<file path="src/rtl/spad_pkg.sv">
// Shared types for the scratchpad window reader.
// Holds the controller state encoding and the output skid buffer depth.
package spad_pkg;
   typedef enum logic [2:0] {IDLE, READ, DRAIN, DONE, ERR} state_t;
   localparam int SKID_DEPTH = 2;
endpackage

</file>
<file path="src/rtl/spad_window_reader_if.sv">
// Output stream bundle of the window reader.
// Carries data, valid, ready and last; the master drives everything except ready.
interface spad_window_reader_if #(
   parameter int DATA_WIDTH = 3
) ();
   logic [DATA_WIDTH-1:0] out_data;
   logic                  out_valid;
   logic                  out_ready;
   logic                  out_last;

   modport master (output out_data, output out_valid, output out_last, input out_ready);
   modport slave  (input out_data, input out_valid, input out_last, output out_ready);
endinterface

</file>
<file path="src/rtl/spad_out_skid.sv">
// Two-entry FIFO of {last, data} that absorbs the scratchpad read latency.
// The head is combinational and reads as zero while the buffer is empty.
module spad_out_skid
   import spad_pkg::*;
#(
   parameter int DATA_WIDTH = 3
) (
   input  logic                  clk,
   input  logic                  rst,
   input  logic                  i_push,
   input  logic [DATA_WIDTH-1:0] i_data,
   input  logic                  i_last,
   input  logic                  i_pop,
   output logic [1:0]            o_count,
   output logic                  o_valid,
   output logic [DATA_WIDTH-1:0] o_data,
   output logic                  o_last
);
   logic [DATA_WIDTH:0] r_mem [SKID_DEPTH];
   logic                r_wr_ptr;
   logic                r_rd_ptr;
   logic [1:0]          r_count;
   logic [DATA_WIDTH:0] w_head;

   always_ff @(posedge clk) begin
      if (rst) begin
         r_wr_ptr <= 1'b0;
         r_rd_ptr <= 1'b0;
         r_count  <= 2'd0;
      end else begin
         if (i_push) r_wr_ptr <= ~r_wr_ptr;
         if (i_pop)  r_rd_ptr <= ~r_rd_ptr;
         r_count <= r_count + 2'(i_push) - 2'(i_pop);
      end
   end

   // Storage carries no reset; the head is masked by the occupancy count.
   always_ff @(posedge clk) begin
      if (i_push) r_mem[r_wr_ptr] <= {i_last, i_data};
   end

   assign w_head  = (r_count != 2'd0) ? r_mem[r_rd_ptr] : '0;
   assign o_count = r_count;
   assign o_valid = (r_count != 2'd0);
   assign o_data  = w_head[DATA_WIDTH-1:0];
   assign o_last  = w_head[DATA_WIDTH];
endmodule

</file>
<file path="src/rtl/spad_window_reader.sv">
// Streams win_len consecutive scratchpad words from base_addr, wrapping at DEPTH.
// Reads are throttled so the 2-entry skid plus the in-flight read never overflow.
module spad_window_reader
   import spad_pkg::*;
#(
   parameter int DATA_WIDTH = 3,
   parameter int ADDR_WIDTH = 4,
   parameter int DEPTH      = 10,
   parameter int LEN_WIDTH  = 4
) (
   input  logic                  clk,
   input  logic                  rst,
   input  logic                  start,
   input  logic [ADDR_WIDTH-1:0] base_addr,
   input  logic [LEN_WIDTH-1:0]  win_len,
   output logic                  busy,
   output logic                  done,
   output logic                  err,
   output logic                  spad_chip_en,
   output logic                  spad_ren,
   output logic [ADDR_WIDTH-1:0] spad_raddr,
   input  logic [DATA_WIDTH-1:0] spad_dout,
   spad_window_reader_if.master  o_strm
);
   state_t                r_state;
   logic [ADDR_WIDTH-1:0] r_addr;
   logic [LEN_WIDTH-1:0]  r_len;
   logic [LEN_WIDTH-1:0]  r_issued;
   logic                  r_infl;
   logic                  r_infl_last;
   logic                  r_bad_base;

   logic [1:0]            w_count;
   logic                  w_valid;
   logic                  w_head_last;
   logic                  w_pop;
   logic [2:0]            w_occ;
   logic                  w_ren;
   logic                  w_last_issue;
   logic                  w_bad_base;
   logic [ADDR_WIDTH-1:0] w_next_addr;

   spad_out_skid #(.DATA_WIDTH(DATA_WIDTH)) u_skid (
      .clk     (clk),
      .rst     (rst),
      .i_push  (r_infl),
      .i_data  (spad_dout),
      .i_last  (r_infl_last),
      .i_pop   (w_pop),
      .o_count (w_count),
      .o_valid (w_valid),
      .o_data  (o_strm.out_data),
      .o_last  (w_head_last)
   );

   assign w_pop = w_valid & o_strm.out_ready;
   // Occupancy credits a same-cycle pop so a steady ready stream sustains one word per cycle.
   assign w_occ        = 3'(w_count) + 3'(r_infl) - 3'(w_pop);
   assign w_ren        = (r_state == READ) && (w_occ < 3'd2);
   assign w_last_issue = (r_issued == r_len - LEN_WIDTH'(1));
   assign w_bad_base   = (32'(base_addr) >= 32'(DEPTH));
   assign w_next_addr  = (r_addr == ADDR_WIDTH'(DEPTH - 1)) ? '0 : r_addr + ADDR_WIDTH'(1);

   always_ff @(posedge clk) begin
      if (rst) begin
         r_state     <= IDLE;
         r_addr      <= '0;
         r_len       <= '0;
         r_issued    <= '0;
         r_infl      <= 1'b0;
         r_infl_last <= 1'b0;
         r_bad_base  <= 1'b0;
      end else begin
         r_infl      <= w_ren;
         r_infl_last <= w_ren && w_last_issue;
         case (r_state)
            IDLE: begin
               if (start) begin
                  r_len      <= win_len;
                  r_addr     <= base_addr;
                  r_issued   <= '0;
                  r_bad_base <= w_bad_base;
                  r_state    <= (w_bad_base || win_len == '0) ? ERR : READ;
               end
            end
            READ: begin
               if (w_ren) begin
                  r_addr   <= w_next_addr;
                  r_issued <= r_issued + LEN_WIDTH'(1);
                  if (w_last_issue) r_state <= DRAIN;
               end
            end
            DRAIN: begin
               if (w_pop && w_head_last) r_state <= DONE;
            end
            DONE:    r_state <= IDLE;
            ERR:     r_state <= IDLE;
            default: r_state <= IDLE;
         endcase
      end
   end

   assign busy             = (r_state == READ) || (r_state == DRAIN);
   assign done             = (r_state == DONE) || (r_state == ERR);
   assign err              = (r_state == ERR) && r_bad_base;
   assign spad_chip_en     = busy;
   assign spad_ren         = w_ren;
   assign spad_raddr       = w_ren ? r_addr : '0;
   assign o_strm.out_valid = w_valid;
   assign o_strm.out_last  = w_head_last;
endmodule
</file>
<file path="src/flat_wrapper.sv">
// flat-port wrapper written by rule: the top's interface ports become plain ports
module spad_window_reader_flat import spad_pkg::*;
#(
   parameter int DATA_WIDTH = 3,
   parameter int ADDR_WIDTH = 4,
   parameter int DEPTH      = 10,
   parameter int LEN_WIDTH  = 4
)
  (clk, rst, start, base_addr, win_len, busy, done, err, spad_chip_en, spad_ren, spad_raddr, spad_dout, o_strm_out_data, o_strm_out_valid, o_strm_out_last, o_strm_out_ready);
  spad_window_reader_if #(.DATA_WIDTH(DATA_WIDTH)) o_strm_i ();
  input  logic clk;
  input  logic rst;
  input  logic start;
  input  logic [ADDR_WIDTH-1:0] base_addr;
  input  logic [LEN_WIDTH-1:0] win_len;
  output logic busy;
  output logic done;
  output logic err;
  output logic spad_chip_en;
  output logic spad_ren;
  output logic [ADDR_WIDTH-1:0] spad_raddr;
  input  logic [DATA_WIDTH-1:0] spad_dout;
  output wire logic [$bits(o_strm_i.out_data)-1:0] o_strm_out_data;
  output wire logic [$bits(o_strm_i.out_valid)-1:0] o_strm_out_valid;
  output wire logic [$bits(o_strm_i.out_last)-1:0] o_strm_out_last;
  input wire logic [$bits(o_strm_i.out_ready)-1:0] o_strm_out_ready;
  assign o_strm_out_data = o_strm_i.out_data;
  assign o_strm_out_valid = o_strm_i.out_valid;
  assign o_strm_out_last = o_strm_i.out_last;
  assign o_strm_i.out_ready = o_strm_out_ready;
  spad_window_reader #(.DATA_WIDTH(DATA_WIDTH), .ADDR_WIDTH(ADDR_WIDTH), .DEPTH(DEPTH), .LEN_WIDTH(LEN_WIDTH)) u_core (.clk(clk), .rst(rst), .start(start), .base_addr(base_addr), .win_len(win_len), .busy(busy), .done(done), .err(err), .spad_chip_en(spad_chip_en), .spad_ren(spad_ren), .spad_raddr(spad_raddr), .spad_dout(spad_dout), .o_strm(o_strm_i));
endmodule
</file>
<file path="config.mk">
export PLATFORM = sky130hd
export DESIGN_NAME = spad_window_reader_flat
export DESIGN_NICKNAME = d
export VERILOG_FILES = /design/src/rtl/spad_pkg.sv /design/src/rtl/spad_window_reader_if.sv /design/src/rtl/spad_out_skid.sv /design/src/rtl/spad_window_reader.sv /design/src/flat_wrapper.sv
export SDC_FILE = /design/constraint.sdc
export NUM_CORES = 1
export LEC_CHECK = 0
export CAP_MARGIN = 20
export CORE_ASPECT_RATIO = 1.2
export CORE_MARGIN = 2
export CORE_UTILIZATION = 40
export CTS_BUF_LIST = sky130_fd_sc_hd__clkbuf_4
export CTS_CLUSTER_SIZE = 24
export DETAILED_ROUTE_END_ITERATION = 8
export HOLD_SLACK_MARGIN = 0.12
export PLACE_DENSITY = 0.67
export REMOVE_ABC_BUFFERS = 1
export SLEW_MARGIN = 20
export SYNTH_ARGS = -nofsm -noshare
export SYNTH_HDL_FRONTEND = slang
export SYNTH_HIERARCHICAL = 1
export SYNTH_SLANG_ARGS = --single-unit
</file>
<file path="constraint.sdc">
create_clock -name clk -period 2.25 [get_ports clk]
set_input_delay 0.3375 -clock clk [delete_from_list [all_inputs] [get_ports clk]]
set_output_delay 0.3375 -clock clk [all_outputs]
set_load 0.01 [all_outputs]
</file>
# After elaboration in Yosys (flattened, before gate mapping)
# Memories as Yosys holds them, arrays and structs flattened. A register that Yosys moved wholly into a read port is not among the register bits.
# Index checks and enable logic that the tools add are counted.
[word_totals]
regBits = 22
mem_bits_rw = 8
input_bits = 15
out_inout_bits = 14
elab_cells = 66
memories = 1
[classes]
addsub = 7
n_lt_le_gt_ge = 2
eq_ne = 10
mux = 19
n_bitwise = 3
reduce_logical = 14
[memory_table]
columns = ["name", "words", "width", "rd", "rd_ports_with_merged_regs", "wr", "line_no", "rtl"]
rows = [
  ["u_core.u_skid.r_mem", 2, 4, 1, 1, 1, "spad_out_skid.sv:19", "logic [DATA_WIDTH:0] r_mem [SKID_DEPTH];"],
]
[ops]
columns = ["op", "count"]
rows = [
  ["two-way mux 4 bit", 7],
  ["one-hot mux 4 bit (2 select lines)", 2],
  ["two-way mux 3 bit", 5],
  ["one-hot mux 3 bit (3 select lines)", 1],
  ["adder 4 x 1 -> 4 bit (second input constant)", 2],
  ["equality test 3 x 2 -> 1 bit (second input constant)", 2],
  ["inequality test 2 x 1 -> 1 bit (second input constant)", 3],
  ["equality test 4 bit", 1],
  ["equality test 4 bit (second input constant)", 1],
  [">= comparator 4 bit (second input constant)", 1],
  ["logical AND 1 bit", 4],
  ["logical NOT 4 bit", 1],
  ["two-way mux 1 bit", 4],
  ["AND reduction 4 bit", 1],
  ["nonzero test 2 bit", 2],
  ["subtractor 4 x 1 -> 4 bit (second input constant)", 1],
  ["adder 2 x 1 -> 3 bit", 1],
  ["equality test 3 x 1 -> 1 bit (second input constant)", 1],
  ["equality test 3 bit (second input constant)", 1],
  ["logical NOT 3 bit", 1],
  ["logical OR 1 bit", 3],
  ["< comparator 3 x 2 -> 1 bit (second input constant)", 1],
  ["AND reduction 3 bit", 1],
  ["subtractor 3 x 1 -> 3 bit", 1],
  ["6 further kinds", 7],
]

# Logic depth before layout (Yosys ltp)
[depth]
word_depth = 7
ltp_mapped = 10
ltp_nobuf = 10

# By module
# The synthesis kept the hierarchy.
[modules_own_cells]
columns = ["module", "instances", "cells_per_inst", "area_each_um2", "seq_area_each_um2"]
rows = [
  ["spad_window_reader", 1, 135, 1196.1, 360.3],
  ["spad_out_skid", 1, 38, 514.2, 340.3],
]

# Worst setup path before layout
# OpenSTA, ideal clock, no wires.
[synth_timing]
kind = "flip-flop to flip-flop"
start = "register u_core.u_skid.r_count[1] (netlist: u_core/u_skid/o_count[1])"
end = "register u_core.r_issued[3]"
setup_time_ns = 0.070
arrival_ns = 2.448
t_required_ns = 2.180
setup_slack_ns = -0.268
stages_incl_launch_ff = 11
path_buffers = 0
synth_period_minus_slack_ns = 2.518
path_cell_list = "dfxtp_1 -> nor2_1 -> inv_1 -> nand2_1 -> xnor2_1 -> nand2_1 -> fa_1 -> xnor2_1 -> a31oi_2 -> or4_1 -> a21boi_1"
[synth_via]
elab_chain_len = 7
elab_cells_between_ends = 8
classes_between = "add/sub (2); order compare (1); eq/ne (1); bitwise (1); reduce/logical (3)"
[synth_lines]
columns = ["item", "line_no", "rtl"]
rows = [
  ["start: declaration", "spad_out_skid.sv:22", "logic [1:0] r_count;"],
  ["start signal: assignment", "spad_out_skid.sv:33", "r_count <= r_count + 2'(i_push) - 2'(i_pop);"],
  ["nonzero test 2 bit", "spad_out_skid.sv:44", "assign o_valid = (r_count != 2'd0);"],
  ["net o_strm_out_valid", "flat_wrapper.sv:24", "output wire logic [$bits(o_strm_i.out_valid)-1:0] o_strm_out_valid;"],
  ["bitwise AND 1 bit", "spad_window_reader.sv:56", "assign w_pop = w_valid & o_strm.out_ready;"],
  ["subtractor 3 x 1 -> 3 bit", "spad_window_reader.sv:58", "assign w_occ = 3'(w_count) + 3'(r_infl) - 3'(w_pop);"],
  ["< comparator 3 x 2 -> 1 bit", "spad_window_reader.sv:59", "assign w_ren = (r_state == READ) && (w_occ < 3'd2);"],
  ["logical AND 1 bit", "spad_window_reader.sv:59", ""],
  ["inequality test 2 x 1 -> 1 bit (no line)", "n/a", ""],
  ["AND reduction 3 bit (no line)", "n/a", ""],
  ["end signal: assignment", "spad_window_reader.sv:89", "r_issued <= r_issued + LEN_WIDTH'(1);"],
  ["end: declaration", "spad_window_reader.sv:28", "logic [LEN_WIDTH-1:0] r_issued;"],
]
# The timed path passes the listed nets, and every way through them passes these cells.
# A chain may end at the register's enable or synchronous reset.

# Worst setup path in the final report
[layout_timing]
start = "register u_core.u_skid.r_count[0] (netlist: u_core/u_skid/o_count[0])"
end = "output port spad_raddr[1]"
[layout_via]
elab_chain_len = 6
elab_cells_between_ends = 7
classes_between = "add/sub (2); order compare (1); mux (1); bitwise (1); reduce/logical (2)"
[layout_lines]
columns = ["item", "line_no", "rtl"]
rows = [
  ["parallel branches: the longest is 2 deep, another holds adder 2 x 1 -> 3 bit", "n/a", ""],
  ["subtractor 3 x 1 -> 3 bit *", "spad_window_reader.sv:58", ""],
  ["< comparator 3 x 2 -> 1 bit *", "spad_window_reader.sv:59", ""],
  ["logical AND 1 bit *", "spad_window_reader.sv:59", ""],
  ["two-way mux 4 bit *", "spad_window_reader.sv:108", "assign spad_raddr = w_ren ? r_addr : '0;"],
  ["end: declaration", "flat_wrapper.sv:21", "output logic [ADDR_WIDTH-1:0] spad_raddr;"],
]
# Every way passes the cells marked *.

==> flow_summary_export.csv <==
group,metric,value,unit
placement,place_congestion,0.836,
timing,period_share,117,%
synth,synth_edf_count,8,
routing,wl_met2,2290,um
worst_setup_path,startpoint,"u_core/u_skid/o_count[0]",
power_and_ir_drop,peakVddDrop,0.795,mV
placement,pre_cts_slack,-825,ps
synth,syn_area_per_cell,9.89,um2
worst_setup_path,path_delay_family,"simple AND/OR/NAND/NOR gates",
worst_setup_path,required,1910,ps
worst_setup_path,worstSetupEndpoint,"spad_raddr[1]",
timing,slew_violations,0,
synth,ys_types,57,
routing,num_vias,1470,
timing,fin_skew,10.4,ps
global_route,antenna_found_initial,0,
timing,tightest_slew,608,ps
timing,relSlewSlack,59.3,%
worst_setup_path,crit_type,"reg -> out",
clock_tree,cts-hold-fix-buffers,0,
global_route,grt_pass1_wl,6490,um
floorplanning,die_y,75.6,um
worst_setup_path,start_kind,"flop",
floorplanning,io_pins,29,
global_route,grt_overflow,0,
placement,numPortBuffers,28,
timing,setup_violations,11,
placement,dp_hpwl,2870,um
timing,fin_ws,-386,ps
worst_setup_path,critPathMaxFanout,4,
power_and_ir_drop,p_per_area,1450,nW/um2
clock_tree,cts_tree,"done",
worst_setup_path,r2r_end,"u_core/r_state[2]",
worst_setup_path,end_kind,"output pin",
routing,wl_per_cell,14.8,um
synth,ys_seq_elements,31,
worst_setup_path,cp_num_cells,11,
routing,viasPerCell,5.16,
cells_and_area,fin_nets,248,
routing,dr.pass1.iters,4,
cells_and_area,diodes,0,
floorplanning,die_x,63.7,um
global_route,grt_max_degree,16,
routing,wl,4220,um
global_route,track_usage,17.9,%
cells_and_area,drive_above_1_share,33.2,%
routing,drt_iter0_markers,20,
routing,met3_length,171,um
placement,post-place-cells,268,
clock_tree,clockBufferDepth,2,
clock_tree,clkLatencyLatePin,330,ps
routing,highest_layer,"met4",
timing,hold_violations,0,
outcome,failed_checks,"negative setup slack",
routing,wl_met1,1680,um
synth,yosysSeqAreaShare,41.0,%
worst_setup_path,slowest_stage,"fa_2",
floorplanning,dieArea,4820,um2
worst_setup_path,worst-path-buf-inv,4,
timing,max_freq,379,MHz
synth,syn_inst,173,
worst_setup_path,worstPathArrival,2300,ps
synth,synth_ff_type,"dfxtp_1",
routing,drcViolationCount,0,
worst_setup_path,max_stage_delay,410,ps
floorplanning,placeableCoreArea,4200,um2
job,maxCapViolations,0,
cells_and_area,final_cells,285,
worst_setup_path,crit_chain,"nor2_4 > inv_2 > nand2_4 > buf_4 > nor2_1 > fa_2 > xor2_4 > nor3_4 > buf_6 > and2_4 > buf_6",
floorplanning,placementRows,26,
routing,ant_nets,0,
power_and_ir_drop,leakagePower,0.968,nW
clock_tree,cts_htree_levels,2,
worst_setup_path,crit_path_frequent_cell,"buf_6",
clock_tree,ctsRootBufferMaster,"clkbuf_4",
floorplanning,initial_utilization,40.8,%
clock_tree,clk_pin_slew,90,ps
hold_path,holdCritPathClass,"reg -> reg",
timing,post-route-min-period,2640,ps
cells_and_area,syn2layout_area_growth,44.8,%
global_route,grt_pass1_vias,1403,
outcome,outcome,"complete, but fails checks",
synth,synthArstFlopShare,0,%
worst_setup_path,worstReg2RegStart,"u_core/u_skid/o_count[0]",
clock_tree,cts.sinks,31,
synth,synth_warnings,6,
clock_tree,numCtsBuffers,5,
synth,synth_area,1710,um2
timing,rsz0062_at_grt,"yes",
worst_setup_path,r2r_cells,12,
worst_setup_path,reg2reg_slack,-180,ps
cells_and_area,fillers,348,
-- logic make-up after synthesis --
kind of cell             count (synthesis)  share of synthesized area (%)
AND/OR/NAND/NOR                         63                           20.8
AO/OA/AOI/OAI                           31                           14.3
flip-flops                              31                           41.0
buffers and inverters                   22                           6.73
XOR/XNOR                                13                           8.34
multiplexers                             8                           4.76
adder cells (fa/ha/maj)                  5                           4.10
-- where the power goes --
group / total [W] / switching [W] / internal (W)
sequential: 0.000850 / 0.000139 / 0.000712
combinational: 0.00241 / 0.00116 / 0.00125
clock: 0.000332 / 0.000186 / 0.000146
-- flip-flops by register name, indices dropped and copies added, names as in the netlist, named ones only --
register                count
u_core/r_addr               4
u_core/r_bad_base           1
u_core/r_infl               1
u_core/r_infl_last          1
u_core/r_issued             4
u_core/r_len                4
u_core/r_state              3
u_core/u_skid/o_count       2
u_core/u_skid/r_mem         8
u_core/u_skid/r_rd_ptr      1
u_core/u_skid/r_wr_ptr      1
-- area by class of cell --
cell class / instances / area [um2] / share of cell area [%]
clock buffers: 7 / 52.6 / 2.12
clock inverters: 1 / 5.00 / 0.202
inverters: 12 / 45.0 / 1.82
multi-input cells: 120 / 1070 / 43.2
flip-flops and latches: 31 / 703 / 28.4
well taps: 56 / 70.1 / 2.83
repair buffers: 58 / 531 / 21.4
-- worst min-delay path by stage --
stage	startpoint	end	slack, ps	cells past startpoint
finish	u_core/r_infl_last	u_core/u_skid/r_mem[1][3]	440	0
floorplan	u_core/r_infl_last	u_core/u_skid/r_mem[0][3]	400	0
CTS	u_core/r_infl_last	u_core/u_skid/r_mem[1][3]	440	0
detailed placement	u_core/r_infl_last	u_core/u_skid/r_mem[1][3]	420	0
global placement	u_core/r_infl_last	u_core/u_skid/r_mem[0][3]	410	0
global route	u_core/r_infl_last	u_core/u_skid/r_mem[1][3]	460	0
-- per-layer routing --
metal  track usage (%)  up-vias
met3              3.84        7
li1                  -      734
met5                 0        -
met1              18.9      693
met4              6.52        0
met2              35.4       36
-- through the flow --
| step | TNS [ps] | power [W] | hold WS (ps) | util (%) | area, um2 |
|---|---|---|---|---|---|
| 3_3_place_gp | -9230 | 0.00257 | 407 | 51.2 | 2150 |
| 2_1_floorplan | -2500 | 0.00185 | 404 | - | 1640 |
| 3_5_place_dp | -9840 | 0.00259 | 423 | 51.2 | 2150 |
| 4_1_cts | -3880 | 0.00330 | 445 | 56.1 | 2360 |
| 6_report | -2180 | 0.00359 | 440 | 59.0 | 2480 |
| 5_1_grt | -4070 | 0.00383 | 459 | 59.0 | 2480 |
-- cell usage after synthesis, types with 2 or more instances --
cell type	number	area, um2
buf_4	2	15.0
inv_1	11	41.3
a21oi_1	5	25.0
o21ai_0	2	10.0
a211oi_1	2	15.0
o21ai_1	2	10.0
nand2_1	7	26.3
nor4_1	2	12.5
and2_1	4	25.0
nor2b_1	3	18.8
mux2i_1	7	70.1
a311oi_1	2	17.5
nor3_1	5	25.0
clkbuf_1	2	7.51
nor2_1	24	90.1
ha_1	4	50.1
xnor2_1	9	78.8
nand4_1	3	18.8
xor2_1	2	17.5
buf_6	3	33.8
dfxtp_1	23	460
edfxtp_1	8	240
nand3_1	3	15.0
a31oi_1	3	18.8
o31ai_1	3	22.5
-- worst register-to-register path: stages, from the launching register on --
cell and delay [ps]:
dfxtp_2 350, nor2_4 110, inv_2 60, nand2_4 70, xnor2_2 100, nand2_1 80, fa_2 550, inv_2 60
buf_6 120, buf_6 110, a311oi_2 250, a32oi_2 190, nor4bb_1 300
-- timing repair --
action                                  4_1_cts  5_1_grt
endpoints found under the setup margin       16       18
resized for setup                            47       21
endpoints found under the hold margin         0        0
buffers inserted                              8        5
pin swaps                                    17       24
-- layout by cell type, fill, tap and decap left out, types with 2 or more instances in the layout --
cell and n:
inv_2 3, mux2i_1 7, a32oi_2 2, nor2_1 22, and2_1 3, buf_6 12, a211oi_2 2, o31ai_2 2
xnor2_1 7, edfxtp_1 8, ha_1 4, buf_4 19, dfxtp_2 2, buf_2 3, dlygate4sd2_1 2, nand3_1 3
clkdlybuf4s50_1 22, nand4_1 3, dfxtp_1 21, nand2_1 5, nor3_1 5, nand2_4 2, o21ai_1 3, inv_1 9
clkbuf_4 7, a31oi_1 3, a21oi_1 5, nor2b_1 3, a311oi_2 2
Power figures use the tool's default switching activity.
